File: src/rtl/imm_gen_pipe.sv
// imm_gen_pipe: RISC-V immediate generator with a 2-entry output FIFO.
// The immediate is formed when an instruction is accepted and buffered with
// its sideband tag, so the downstream stage sees a registered result one
// cycle later.  in_ready is derived from registered state only.
// Optional feature: define IMMGEN_ILLEGAL_TRAP_EN to store and report an
// illegal-format flag per entry; otherwise imm_illegal is tied low.
module imm_gen_pipe #(
    parameter int XLEN  = 32,   // 32 or 64
    parameter int TAG_W = 8
) (
    input  logic             clk,
    input  logic             rst,
    input  logic             flush,
    input  logic             in_valid,
    output logic             in_ready,
    input  logic [31:0]      instr,
    input  logic [2:0]       ImmSrc,
    input  logic [TAG_W-1:0] in_tag,
    output logic             out_valid,
    input  logic             out_ready,
    output logic [XLEN-1:0]  ImmExt,
    output logic [TAG_W-1:0] out_tag,
    output logic             imm_illegal
);

    // The immediate is built at 64 bits and truncated, which makes the
    // U-type sign extension for XLEN=64 fall out naturally.
    logic [63:0]      imm_wide;
    logic [XLEN-1:0]  imm_calc;

    // FIFO storage and control
    logic [XLEN-1:0]  imm_q [2];
    logic [TAG_W-1:0] tag_q [2];
    logic             wr_ptr_q, wr_ptr_d;
    logic             rd_ptr_q, rd_ptr_d;
    logic [1:0]       count_q,  count_d;
    logic             ready_q;
    logic             push, pop;

    // Opcode bits are never part of an immediate; the upper half of the
    // wide immediate is discarded when XLEN=32.
    logic             unused_bits;
    assign unused_bits = ^{instr[6:0], imm_wide};

    // Immediate decode by format; illegal formats produce zero.
    always_comb begin
        imm_wide = 64'd0;
        case (ImmSrc)
            3'b000: imm_wide = {{52{instr[31]}}, instr[31:20]};
            3'b001: imm_wide = {{52{instr[31]}}, instr[31:25], instr[11:7]};
            3'b010: imm_wide = {{52{instr[31]}}, instr[7], instr[30:25],
                                instr[11:8], 1'b0};
            3'b011: imm_wide = {{32{instr[31]}}, instr[31:12], 12'd0};
            3'b100: imm_wide = {{44{instr[31]}}, instr[19:12], instr[20],
                                instr[30:21], 1'b0};
            3'b101: begin
                if (XLEN == 64) imm_wide = {58'd0, instr[25:20]};
                else            imm_wide = {59'd0, instr[24:20]};
            end
            default: imm_wide = 64'd0;
        endcase
    end

    assign imm_calc = imm_wide[XLEN-1:0];

    assign in_ready  = ready_q && (count_q != 2'd2);
    assign out_valid = (count_q != 2'd0);
    assign push      = in_valid && in_ready;
    assign pop       = out_valid && out_ready;

    // Next-state for pointers and occupancy; flush wins over push and pop.
    always_comb begin
        wr_ptr_d = wr_ptr_q;
        rd_ptr_d = rd_ptr_q;
        count_d  = count_q;
        if (flush) begin
            wr_ptr_d = 1'b0;
            rd_ptr_d = 1'b0;
            count_d  = 2'd0;
        end else begin
            if (push) wr_ptr_d = ~wr_ptr_q;
            if (pop)  rd_ptr_d = ~rd_ptr_q;
            if (push && !pop)      count_d = count_q + 2'd1;
            else if (pop && !push) count_d = count_q - 2'd1;
        end
    end

    // Control registers; ready_q keeps in_ready low until the first edge
    // after reset is released.
    always_ff @(posedge clk or posedge rst) begin
        if (rst) begin
            wr_ptr_q <= 1'b0;
            rd_ptr_q <= 1'b0;
            count_q  <= 2'd0;
            ready_q  <= 1'b0;
        end else begin
            wr_ptr_q <= wr_ptr_d;
            rd_ptr_q <= rd_ptr_d;
            count_q  <= count_d;
            ready_q  <= 1'b1;
        end
    end

    // Entry storage: write the slot under the write pointer on a real push.
    always_ff @(posedge clk or posedge rst) begin
        if (rst) begin
            for (int i = 0; i < 2; i++) begin
                imm_q[i] <= '0;
                tag_q[i] <= '0;
            end
        end else if (push && !flush) begin
            imm_q[wr_ptr_q] <= imm_calc;
            tag_q[wr_ptr_q] <= in_tag;
        end
    end

    // Outputs are forced to zero whenever no entry is presented.
    assign ImmExt  = out_valid ? imm_q[rd_ptr_q] : '0;
    assign out_tag = out_valid ? tag_q[rd_ptr_q] : '0;

`ifdef IMMGEN_ILLEGAL_TRAP_EN
    logic ill_q [2];

    // Illegal-format flag travels with its entry.
    always_ff @(posedge clk or posedge rst) begin
        if (rst) begin
            ill_q[0] <= 1'b0;
            ill_q[1] <= 1'b0;
        end else if (push && !flush) begin
            ill_q[wr_ptr_q] <= ImmSrc[2] & ImmSrc[1];
        end
    end

    assign imm_illegal = out_valid ? ill_q[rd_ptr_q] : 1'b0;
`else
    assign imm_illegal = 1'b0;
`endif

endmodule
File: config.mk
export PLATFORM = sky130hd
export DESIGN_NAME = imm_gen_pipe
export DESIGN_NICKNAME = d
export VERILOG_FILES = /design/src/rtl/imm_gen_pipe.sv
export SDC_FILE = /design/constraint.sdc
export NUM_CORES = 1
export LEC_CHECK = 0
export BUFFER_PORTS_ARGS = -buffer_cell sky130_fd_sc_hd__buf_4
export CORE_MARGIN = 4
export CORE_UTILIZATION = 29
export CTS_BUF_LIST = sky130_fd_sc_hd__clkbuf_4 sky130_fd_sc_hd__clkbuf_8
export CTS_CLUSTER_SIZE = 12
export DETAILED_ROUTE_END_ITERATION = 8
export SLEW_MARGIN = 30
export SYNTH_ARGS = -nofsm -noshare
export SYNTH_HDL_FRONTEND = slang
export SYNTH_SLANG_ARGS = --single-unit
File: constraint.sdc
create_clock -name clk -period 3.2 [get_ports clk]
set_input_delay 0.16 -clock clk [delete_from_list [all_inputs] [get_ports clk]]
set_output_delay 0.16 -clock clk [all_outputs]
set_load 0.05 [all_outputs]
==> metrics.md <==
| Metric | Value |
|---|---|
| Synth Area in Adders | `0%` |
| Area added between synthesis and finish | `23.94%` |
| Top cell by count, worst path | `buf_4` |
| Core Box Area | `14480 um2` |
| DRT iter0 DRCs | `151` |
| RR Endpoint | `imm_q[26]` |
| Slew margin rel. | `47.68%` |
| Reg-to-reg startpoint | `count_q[0]` |
| Crit Path Category | `reg2out` |
| Placed Cells | `between 600 and 700` |
| Routability congestion estimate | `0.7992` |
| Clock power frac | `between 30% and 40%` |
| Final hold violation count | `0` |
| Min Tclk post-route | `around 2.1 ns` |
| Leakage power | `2.445 nW` |
| Crit path arrival time | `approximately 1.9 ns` |
| PortBufs | `slightly above 80` |
| Setup violators final | `0` |
| Net Switching | `0.8607 mW` |
| Post-CTS sizing | `0` |
| Initial core utilization | `29.53%` |
| Max cap viols | `0` |
| CTS Root Buffer Type | `clkbuf_8` |
| Number of synthesized flops with an enable pin | `0` |
| Multiplexer share of the synthesized area | `approximately a fifth` |
| Tot GR Track Use | `between 10% and 20%` |
| Crit path cell chain | `buf_4 > mux2i_1 > nor2_1 > buf_4` |
| Worst setup SP type | `flop` |
| PwrDens | `560.4 nW/um2` |
| Clock Skew | `0.009966 ns` |
| Grt total ovfl | `0` |
| Die W | `129.4 um` |
| Final setup TNS | `0 ns` |
| Worst setup path end | `ImmExt[0]` |
| Clock buffer count from CTS | `9` |
| Flop2flop setup slack | `1.30 ns` |
| Max IR drop VDD | `0.3013 mV` |
| DRT Pass-1 Iters | `4` |
| Antenna violations before repair | `0` |
| Crit path largest cell delay | `0.62 ns` |
| Die H | `129.4 um` |
| Latest clock arrival within the worst-skew pair | `0.37 ns` |
| WHS | `0.03587 ns` |
| Critical Path Sink Type | `output pin` |
| Clk sinks | `85` |
| Register share of total power | `46.4%` |
| Simple-gate area share of the yosys netlist | `12.58%` |
| Clock tree buffer depth | `2` |
| Final period utilization | `65.63%` |
| Xor/xnor share of the synthesized area | `less than 1%` |
| Share of post-route cells with drive strength above 1 | `28.77%` |
| Final net count | `540` |
| Htree depth | `3` |
| Vias | `between 3000 and 4000` |
| Avg WL per Cell | `roughly 16 um` |
| Antenna Cells | `0` |
| TritonCTS clock tree | `yes` |
| Vias in the first global route | `3372` |
| Post-route ant nets | `0` |
| Comb pwr share | `23.3%` |
| Sw frac | `28.99%` |
| Vias/cell | `4.755` |
| Least-Margin Pin Slew | `approximately 0.78 ns` |
| CP max stage cell | `buf_4` |
| Yosys synthesis warning count | `0` |
| First-pass GRT wire length | `17330 um` |
| HP Class | `in2reg` |
| Reg2Reg Depth | `5` |
| Synth unique cells | `39` |
| Status | `finished clean` |
| Fillcell total | `1470` |
| Mapped cell area | `4275 um2` |
| Synthesis-stage register bit count | `85` |
| Drt drc | `0` |
| Num ports | `91` |
| Async SR Flop Fraction | `100.0%` |
| Seq/Total Area, Yosys | `49.75%` |
| Non-Filler Instances | `681` |
| RSZ-0062 raised after global routing | `false` |
| Crit path required time | `roughly 3 ns` |
| Critical path startpoint | `rd_ptr_q` |
| Final Max Slew Viols | `0` |
| Max FO, Critical Path | `41` |
| Largest family of logic cells by synthesized area | `multiplexers` |
| FP Rows | `44` |
| Mean Syn Cell Area | `just over 10 um2` |
| Total internal power | `2.109 mW` |
| Largest net degree at the start of global routing | `65` |
| Mapped Cells | `~420` |
| Max Clk Rate | `476.2 MHz` |
| Final WL | `between 10000 and 15000 um` |
| Post-Syn Nets | `469` |
| Clock slew at reported path FFs | `0.08 ns` |
| Synth Flop Type | `dfrtp_1` |
| HPWL after DPL | `7506 um` |
| Die area | `around 17000 um2` |
| Compound-Gate Fraction of Synth Area | `between 10 and 15%` |
==> stage by stage <==
stage	power [mW]	setup WS, ns	util [%]	instance area, um2
2_1_floorplan	1.889	0.8465	-	4275
3_3_place_gp	2.066	1.332	34.56	5004
3_5_place_dp	2.098	1.265	34.56	5004
4_1_cts	3.018	1.028	36.45	5278
5_1_grt	3.151	0.9751	36.60	5299
6_report	2.969	1.100	36.60	5299
==> state kept, by name (all words and copies together), names as in the netlist <==
name      cells
count_q       2
ready_q       1
imm_q        64
tag_q        16
rd_ptr_q      1
wr_ptr_q      1
==> synthesized netlist by cell type (all sizes together) (4+ instances only) <==
master / n / area (um2)
mux2i: 40 / 400.4
nor2b: 5 / 33.78
o22ai: 7 / 43.79
nor2: 45 / 168.9
dfrtp: 85 / 2127
mux2: 32 / 450.4
a22oi: 6 / 45.04
inv: 4 / 15.01
nand2: 60 / 225.2
clkbuf: 16 / 60.06
o21ai: 50 / 250.2
buf: 18 / 120.1
a21oi: 28 / 140.1
and2: 4 / 25.02
==> layer usage <==
metal / vias up / global-route usage, % / routed length, um
met5: - / 0 / 0
met4: 0 / 2.873 / 97
met3: 10 / 5.688 / 854
met2: 86 / 22.59 / 5341
met1: 1559 / 16.16 / 4442
li1: 1583 / - / -
==> layout make-up <==
| class | instances | area, um2 | share of cell area (%) |
|---|---|---|---|
| Clock buffer | 13 | 178.9 | 3.377 |
| Clock inverter | 3 | 65.06 | 1.228 |
| Inverter | 4 | 17.52 | 0.3306 |
| Multi-Input combinational cell | 298 | 1961 | 37.00 |
| Sequential cell | 85 | 2128 | 40.17 |
| Tap cell | 184 | 230.2 | 4.345 |
| Timing Repair Buffer | 94 | 718.2 | 13.55 |
==> worst min-delay path by stage <==
stage,from,endpoint,slack (ns),cells after the start
4_1_cts,in_tag[2],tag_q[2],0.007,2
3_3_place_gp,rst,count_q[1],0.35,2
3_5_place_dp,rst,count_q[1],0.37,2
2_1_floorplan,flush,wr_ptr_q,0.22,1
6_report,in_tag[6],tag_q[6],0.04,2
5_1_grt,in_tag[4],tag_q[4],0.0002,2
==> logic make-up after synthesis <==
kind of cell,Yosys count
simple gates,123
flops,85
other cells,2
compound gates,99
xor+xnor,2
buf+inv,38
mux,72
==> cell usage in the layout (no fill, tap or decap), types with 2 or more instances in the layout <==
cell | synthesis | routed
buf_4 | 1 | 89
dfrtp_1 | 85 | 84
nand2_1 | 60 | 60
o21ai_0 | 46 | 46
nor2_1 | 45 | 44
mux2i_1 | 40 | 40
a21oi_1 | 28 | 28
mux2_4 | 24 | 24
clkbuf_8 | 0 | 13
mux2_2 | 8 | 8
o22ai_1 | 7 | 7
a22oi_1 | 6 | 6
dlygate4sd3_1 | 0 | 5
o21ai_1 | 4 | 4
and2_1 | 4 | 4
nor2b_1 | 4 | 4
inv_1 | 4 | 3
o21bai_1 | 2 | 2
a211oi_1 | 2 | 2
conb_1 | 2 | 2
bufinv_16 | 0 | 2
==> critical path, delay by kind of cell, from the launching register on <==
family,cells,cell delay (ns)
muxes,1,0.16
DFF,1,0.34
and+or+nand+nor,1,0.21
buffers and inverters,2,0.86
==> power by group through the flow <==
stage	sequential, mW	clock (mW)	combinational (mW)
floorplan	1.37	0	0.520
global placement	1.39	0	0.680
detailed placement	1.40	0	0.698
CTS	1.38	0.936	0.702
global route	1.40	0.980	0.768
finish	1.38	0.900	0.692
==> repair_timing <==
action                     in CTS  in global routing
buffers inserted                0                  0
setup endpoints to repair       0                  0
hold endpoints to repair       51                  2
hold buffers                    3                  2
(Power assumes the default switching activity.)
